===== src/rtl/mac_pkg.sv =====
// Shared definitions for the nibble-serial MAC tile host interface.
// Word geometry, feeder state encoding and weight/input select values.
package mac_pkg;

    localparam int NIB_W  = 4;
    localparam int LANES  = 4;
    localparam int WORD_W = NIB_W * LANES;
    localparam int RES_W  = 10;

    typedef enum logic [1:0] {
        S_IDLE,
        S_SHIFT,
        S_SETTLE,
        S_RESP
    } feeder_state_e;

    localparam logic SEL_WEIGHTS = 1'b1;
    localparam logic SEL_INPUTS  = 1'b0;

endpackage


===== src/rtl/mac_nibble_feeder.sv =====
// Host-side feeder: serialises 16-bit words into LSB-first nibbles for the MAC
// tile and optionally captures the tile's running-max result after a settle delay.
module mac_nibble_feeder
    import mac_pkg::*;
#(
    parameter int SETTLE = 2
) (
    input  logic             clk,
    input  logic             rst_n,
    input  logic             cmd_valid,
    output logic             cmd_ready,
    input  logic             cmd_sel,
    input  logic             cmd_capture,
    input  logic [WORD_W-1:0] cmd_data,
    output logic [NIB_W-1:0] nib_out,
    output logic             nib_sel,
    output logic             nib_valid,
    input  logic [RES_W-1:0] res_in,
    output logic             res_valid,
    output logic [RES_W-1:0] res_data,
    input  logic             res_ready,
    output logic             busy
);

    localparam logic [1:0] LAST_IDX    = 2'(LANES - 1);
    localparam logic [7:0] SETTLE_INIT = 8'(SETTLE - 1);

    feeder_state_e     r_state;
    feeder_state_e     w_next_state;
    logic [WORD_W-1:0] r_word;
    logic              r_capture;
    logic [1:0]        r_idx;
    logic [7:0]        r_cnt;
    logic [NIB_W-1:0]  r_nib_out;
    logic              r_nib_sel;
    logic              r_nib_valid;
    logic              r_res_valid;
    logic [RES_W-1:0]  r_res_data;

    always_ff @(posedge clk or negedge rst_n) begin
        if (!rst_n) begin
            r_state <= S_IDLE;
        end else begin
            r_state <= w_next_state;
        end
    end

    always_comb begin
        w_next_state = r_state;
        case (r_state)
            S_IDLE:   if (cmd_valid) w_next_state = S_SHIFT;
            S_SHIFT:  if (r_idx == LAST_IDX) w_next_state = r_capture ? S_SETTLE : S_IDLE;
            S_SETTLE: if (r_cnt == 8'd0) w_next_state = S_RESP;
            S_RESP:   if (res_ready) w_next_state = S_IDLE;
            default:  w_next_state = S_IDLE;
        endcase
    end

    // r_word is a shift register: the next nibble to present always sits in bits [7:4].
    always_ff @(posedge clk or negedge rst_n) begin
        if (!rst_n) begin
            r_word      <= '0;
            r_capture   <= 1'b0;
            r_idx       <= '0;
            r_cnt       <= '0;
            r_nib_out   <= '0;
            r_nib_sel   <= 1'b0;
            r_nib_valid <= 1'b0;
            r_res_valid <= 1'b0;
            r_res_data  <= '0;
        end else begin
            case (r_state)
                S_IDLE: begin
                    if (cmd_valid) begin
                        r_word      <= cmd_data;
                        r_capture   <= cmd_capture;
                        r_idx       <= '0;
                        r_nib_out   <= cmd_data[NIB_W-1:0];
                        r_nib_sel   <= cmd_sel;
                        r_nib_valid <= 1'b1;
                    end
                end
                S_SHIFT: begin
                    if (r_idx == LAST_IDX) begin
                        r_nib_valid <= 1'b0;
                        r_nib_out   <= '0;
                        r_cnt       <= SETTLE_INIT;
                    end else begin
                        r_idx     <= r_idx + 2'd1;
                        r_nib_out <= r_word[2*NIB_W-1 -: NIB_W];
                        r_word    <= r_word >> NIB_W;
                    end
                end
                S_SETTLE: begin
                    if (r_cnt == 8'd0) begin
                        r_res_data  <= res_in;
                        r_res_valid <= 1'b1;
                    end else begin
                        r_cnt <= r_cnt - 8'd1;
                    end
                end
                S_RESP: begin
                    if (res_ready) r_res_valid <= 1'b0;
                end
                default: ;
            endcase
        end
    end

    assign cmd_ready = (r_state == S_IDLE);
    assign busy      = (r_state != S_IDLE);
    assign nib_out   = r_nib_out;
    assign nib_sel   = r_nib_sel;
    assign nib_valid = r_nib_valid;
    assign res_valid = r_res_valid;
    assign res_data  = r_res_data;

endmodule


===== config.mk =====
export PLATFORM = sky130hd
export DESIGN_NAME = mac_nibble_feeder
export DESIGN_NICKNAME = d
export VERILOG_FILES = /design/src/rtl/mac_pkg.sv /design/src/rtl/mac_nibble_feeder.sv
export SDC_FILE = /design/constraint.sdc
export NUM_CORES = 1
export LEC_CHECK = 0
export BUFFER_PORTS_ARGS = -buffer_cell sky130_fd_sc_hd__buf_4
export CORE_MARGIN = 3
export CORE_UTILIZATION = 45
export DETAILED_ROUTE_END_ITERATION = 10
export HOLD_SLACK_MARGIN = 0.1
export MAX_ROUTING_LAYER = met4
export PLACE_DENSITY = 0.7
export SKIP_CTS_REPAIR_TIMING = 1
export SLEW_MARGIN = 20
export SYNTH_ARGS = -nofsm -noshare
export SYNTH_HDL_FRONTEND = slang
export SYNTH_SLANG_ARGS = --single-unit

===== constraint.sdc =====
create_clock -name clk -period 4.3 [get_ports clk]
set_input_delay 0.645 -clock clk [delete_from_list [all_inputs] [get_ports clk]]
set_output_delay 0.645 -clock clk [all_outputs]
set_load 0.01 [all_outputs]

==> flow_metrics.tcl, run 1 <==
set metrics [dict create \
    synth_seq_area_share 0.543 \
    drt_first_iter_violations 84 \
    synth-edff-count 0 \
    clock_path_buffers 2 \
    first_pass_iters 4 \
    ys_ff_latch 42 \
    crit_type "flop to flop" \
    path_max_fanout 22 \
    fillers 370 \
    antenna_left 0 \
    mappedNetlistArea_sq_um 1940 \
    antenna_found_initial 0 \
    layout_commonest_cell "buf_4" \
    fmax_ghz 0.487 \
    grt_use_total 0.160 \
    setup_ws_ns 2.25 \
    h-tree-depth 2 \
    clkSlewWorstSetupHoldPaths_ns 0.09 \
    fp.dieW_um 71.6 \
    crit_required_ns 4.46 \
    synthFlopType "dfrtp_1" \
    status "completed" \
    final_area_sq_um 2420 \
    cellPowerDensity_nw_per_um2 676 \
    p_total_mw 1.64 \
    timing.final.crit_share 0.478 \
    maxCapViolations 0 \
    dp_slack_ns 2.24 \
    syn_inst 166 \
    portBuffers 50 \
    crit_path_max_incr_delay_ns 0.87 \
    routed_wl_um 3830 \
    grt_setup_unrepaired "false" \
    clock_latency_ns 0.29 \
    most-common-layout-cells "50 x buf_4, 42 x dfrtp_1, 16 x nand2_1" \
    post-route-min-period_ns 2.05 \
    nets 249 \
    final_cells 265 \
    core_area_sq_um 4090 \
    grt_first_pass_wirelength_um 6290 \
    slowest_stage "nor2b_2" \
    drc 0 \
    whs_ns 0.331 \
    slew_headroom 0.340 \
    grt_max_degree 43 \
    ir_drop_v 0.000387 \
    die_h_um 71.6 \
    crit_chain "nor2b_2, nand2_1, o21ai_0, a211oi_1" \
    setup_viol 0 \
    die_area_sq_um 5120 \
    syn_avg_cell_area_sq_um 11.7 \
    hold_violations 0 \
    async_flop_share 1.00 \
    cp-end-kind "flop" \
    root_buffer "clkbuf_8" \
    start_util 0.474 \
    cts_sinks 42 \
    dp_hpwl_um 2740 \
    power.leakage_nw 1.15 \
    synthToLayoutAreaGrowth_pct 25.0 \
    place_congestion 0.837 \
    setup_tns_ns 0 \
    final_core_util 0.592 \
    vias 1409 \
    dpl_cell_area_sq_um 2330 \
    ys.warnings.count 0 \
    avgViaCountPerCell 5.32 \
    worstMarginPinSlew_ns 0.986 \
    cts_tree "done" \
    rows 23 \
    wire_per_inst_um 14.4 \
    slew_viol_final 0 \
    start_kind "flop" \
    grt.overflow.total 0 \
    post_synth_num_cell_types 37 \
    placed_cells 257 \
    multi_input_area_sq_um 825 \
    syn-num-nets 201 \
    cp.arrival_ns 2.21 \
    cts_inserted_buffers 5 \
    seqCellArea_sq_um 1050 \
    ios 51 \
    n_antenna_cell 0 \
    skew_ns 0.0125 \
    drive_above_1_share 0.353 \
    min-delay-path-class "primary input to asynchronous set/reset pin" \
    grt_pass1_vias 1372 \
]
registers in the layout, summed over array words and instances (netlist names), named ones only:
register,cells
r_word,12
res_data,10
r_cnt,8
nib_out,4
r_idx,2
nib_sel,1
nib_valid,1
r_capture,1
r_state,1
res_valid,1
power breakdown:
group / internal [mW] / total, mW / switching (mW)
clock network: 0.130 / 0.258 / 0.129
logic: 0.346 / 0.687 / 0.341
registers: 0.561 / 0.691 / 0.129
Yosys cell counts (all sizes together) (2+ instances only):
library cell	count	area (sq um)
nor2b	2	12.5
ha	3	37.5
a22o	5	43.8
mux2i	14	140
a31oi	2	12.5
a21oi	7	38.8
o21ai	15	75.1
nand2	16	60.1
nor2	7	26.3
dfrtp	42	1050
nand3b	5	37.5
xor2	2	17.5
clkbuf	4	15.0
mux2	12	135
nand3	3	20.0
a211oi	3	27.5
nor4	2	27.5
buf	5	32.5
inv	4	15.0
per-layer routing:
layer  global-route usage  wire (um)  vias up
li1                     -          -      687
met4               0.0626         39        0
met5                    -          0        -
met2                0.254       1900       37
met1                0.201       1690      681
met3               0.0337        195        4
kinds of logic (layout without fill, tap and decap cells):
kind of cell,after synthesis,count (layout),share of synthesized area
DFF,42,42,0.543
and+or+nand+nor,41,41,0.122
AOI/OAI and AO/OA,38,38,0.127
muxes,26,26,0.142
buffers and inverters,13,62,0.0323
adders and majority gates,3,3,0.0194
xor gates and xnor gates,3,3,0.0136
area by class of cell:
cell class,instances,area share
timing repair buffer,50,0.155
sequential,42,0.434
multi-input combinational,111,0.341
clock buffer,7,0.0357
inverter,4,0.00620
tap,50,0.0259
clock inverter,1,0.00207
critical path: cells and delay by family, from the launching register on:
kind | cells | cell delay, ns
AND/OR/NAND/NOR | 2 | 1.15
AO/OA/AOI/OAI | 2 | 0.20
flip-flops | 1 | 0.56
path summary, 6_finish.rpt:
path,slack [ns],end,cells past startpoint,from
min reg2reg,0.48,r_word[9],2,r_word[9]
max reg2reg,2.25,r_cnt[1],4,r_state[0]
max in group asynchronous,3.61,r_word[4],1,rst_n
min in group clk,0.48,r_word[9],2,r_word[9]
max,2.25,r_cnt[1],4,r_state[0]
min,0.33,r_cnt[3],1,rst_n
Power figures use the tool's default switching activity.
==> inputs of run 2 (changes only) <==
--- a/config.mk
+++ b/config.mk
@@ -5,13 +5,14 @@
 export SDC_FILE = /design/constraint.sdc
 export NUM_CORES = 1
 export LEC_CHECK = 0
+export ABC_AREA = 1
 export BUFFER_PORTS_ARGS = -buffer_cell sky130_fd_sc_hd__buf_4
 export CORE_MARGIN = 3
 export CORE_UTILIZATION = 45
 export DETAILED_ROUTE_END_ITERATION = 10
 export HOLD_SLACK_MARGIN = 0.1
 export MAX_ROUTING_LAYER = met4
-export PLACE_DENSITY = 0.7
+export PLACE_DENSITY = 0.72
 export SKIP_CTS_REPAIR_TIMING = 1
 export SLEW_MARGIN = 20
 export SYNTH_ARGS = -nofsm -noshare
==> constraint.sdc (replaced) <==
create_clock -name clk -period 1.7 [get_ports clk]
set_input_delay 0.255 -clock clk [delete_from_list [all_inputs] [get_ports clk]]
set_output_delay 0.255 -clock clk [all_outputs]
set_load 0.01 [all_outputs]
==> run 2 against run 1 <==
Effect of this change: utilization rose by 2.1 points; hold slack got worse by 0.15 ns; critical path depth did not move; clock power rose to 3.0 times the previous value; sequential power rose by 150%; highest routed layer unchanged.
==> flow_metrics.tcl, run 2 <==
set metrics [dict create \
    wl_met1_um 2030 \
    power.leakage_nw 1.33 \
    start_util 0.487 \
    cellPowerDensity_nw_per_um2 1830 \
    final_area_sq_um 2580 \
    yosys-top-cells-count "71 x nand2_1, 42 x dfrtp_1, 32 x nand3_1, 18 x inv_1, 17 x nor2_1" \
    first_pass_iters 4 \
    antenna_left 0 \
    crit_path_max_incr_delay_ns 0.49 \
    slowest_stage "dfrtp_1" \
    cts_tree "done" \
    yosysTopAreaCell "dfrtp_1" \
    rrSetupSlack_ns 0.20 \
    fillers 381 \
    wl_met3_um 227 \
    setup_tns_ns 0 \
    yosysMostFrequentCell "nand2_1" \
    antenna_found_initial 0 \
    place_congestion 0.859 \
    grt_first_pass_wirelength_um 7130 \
    portBuffers 50 \
    drc 0 \
    cts_inserted_buffers 5 \
    setup_viol 0 \
    clock_path_buffers 2 \
    r2r-end "res_data[0]" \
    syn-num-nets 277 \
    crit_type "flop to output pin" \
    crit_chain "nor2_4, buf_4, inv_1, buf_4" \
    timing.final.crit_share 0.894 \
    maxCapViolations 0 \
    ir_drop_v 0.000773 \
    ys_ff_latch 42 \
    yosysTopAreaCellShare 0.513 \
    cp-end-kind "output pin" \
    hold_violations 0 \
    n_antenna_cell 0 \
    vias 1714 \
    drt_first_iter_violations 122 \
    hp-start "res_in[3]" \
    ios 51 \
    post_synth_num_cell_types 25 \
    core_area_sq_um 4200 \
    synth_seq_area_share 0.513 \
    syn_inst 242 \
    path_max_fanout 7 \
    largest_register_ffs 12 \
    async_flop_share 1.00 \
    syn_avg_cell_area_sq_um 8.46 \
    rr_worst_depth 7 \
    grt_setup_unrepaired "false" \
    grt_pass1_vias 1608 \
    worstMarginPinSlew_ns 0.522 \
    rr_startpoint "r_cnt[0]" \
    h-tree-depth 2 \
    synth_area_leaders "dfrtp_1 51%, nand2_1 13%, nand3_1 7.8%" \
    hold_end "res_data[3]" \
    whs_path_depth 3 \
    fp.dieW_um 73.5 \
    rows 23 \
    cp_common_cell "buf_4" \
    nets 331 \
    min-delay-path-class "primary input to flop" \
    synthFlopType "dfrtp_1" \
    drive_above_1_share 0.259 \
    grt.overflow.total 0 \
    die_h_um 73.5 \
    slew_viol_final 0 \
    p_total_mw 4.70 \
    ys.warnings.count 0 \
    most-common-layout-cells "71 x nand2_1, 54 x buf_4, 42 x dfrtp_1" \
    root_buffer "clkbuf_8" \
    avgViaCountPerCell 4.94 \
    skew_ns 0.00464 \
    synth-edff-count 0 \
    die_area_sq_um 5400 \
    top_layer "met4" \
    clock_latency_ns 0.29 \
    met2_length_um 1870 \
    crit_required_ns 1.44 \
    fmax_ghz 0.658 \
    cts_sinks 42 \
    mappedNetlistArea_sq_um 2050 \
    post-route-min-period_ns 1.52 \
    largest_register "r_word" \
    synthToLayoutAreaGrowth_pct 25.8 \
    wire_per_inst_um 12.1 \
    grt_max_degree 43 \
    clkSlewWorstSetupHoldPaths_ns 0.08 \
    start_kind "flop" \
    grt_use_total 0.175 \
    cp.arrival_ns 1.27 \
    routed_wl_um 4200 \
    dpl_cell_area_sq_um 2450 \
    layout_commonest_cell "nand2_1" \
    dp_hpwl_um 2910 \
    status "completed" \
    slew_headroom 0.652 \
]
[run 2: cell count changes after synthesis, moves of 5 or more]
cell      delta
mux2_2      -10
a22o_1       -5
nand3_1     +30
nor2_1      +10
nand3b_1     -5
mux2i_1     -14
inv_1       +14
nand2_1     +55
[run 2: final cells by class]
cell class,count,area [sq um],area share
clock buffer,7,76.3,0.0296
sequential,42,1050,0.408
tap,50,62.6,0.0243
clock inverter,1,30.0,0.0117
multi-input combinational,172,866,0.336
timing repair buffer,55,415,0.161
inverter,20,75.1,0.0291
[run 2: where the power goes]
group	internal [mW]	switching, mW	leakage [nW]
registers	1.45	0.278	0.511
logic	0.953	1.25	0.762
clock network	0.440	0.341	0.0524
[run 2: through the flow]
step | cells | util | setup slack, ns | hold slack, ns
floorplan | 242 | - | 0.378 | -0.0406
global placement | 338 | 0.584 | 0.168 | 0.276
detailed placement | 338 | 0.584 | 0.102 | 0.279
CTS | 346 | 0.610 | 0.0910 | -0.0417
global route | 347 | 0.613 | 0.0393 | 0.184
finish | 347 | 0.613 | 0.179 | 0.181
[run 2: worst max-delay path, delay by kind of cell (launching register included)]
kind,cells,cell delay [ns]
simple gates,1,0.15
flops,1,0.49
buf+inv,3,0.33
[run 2: logic make-up (layout without fill, tap and decap cells)]
group | after synthesis | count (layout) | synth area share
and+or+nand+nor | 137 | 137 | 0.302
muxes | 2 | 2 | 0.0110
DFF | 42 | 42 | 0.513
adders and majority gates | 3 | 3 | 0.0183
xor gates and xnor gates | 2 | 2 | 0.00855
buffers and inverters | 28 | 83 | 0.0666
AOI/OAI and AO/OA | 28 | 28 | 0.0806
[run 2: how the worst max path moves through the flow]
stage	from	end	slack [ns]	cells past startpoint
6_report	flop	busy	0.18	4
3_5_place_dp	r_cnt[0]	r_cnt[7]	0.10	7
4_1_cts	r_cnt[0]	r_cnt[5]	0.09	8
5_1_grt	r_cnt[0]	res_data[8]	0.04	7
2_1_floorplan	r_cnt[0]	r_cnt[7]	0.38	8
3_3_place_gp	r_cnt[0]	r_cnt[7]	0.17	7
[run 2: routing by layer]
layer | vias up | global-route usage
met5 | - | -
met4 | 0 | 0.0604
met1 | 779 | 0.241
li1 | 889 | -
met3 | 5 | 0.0383
met2 | 41 | 0.254
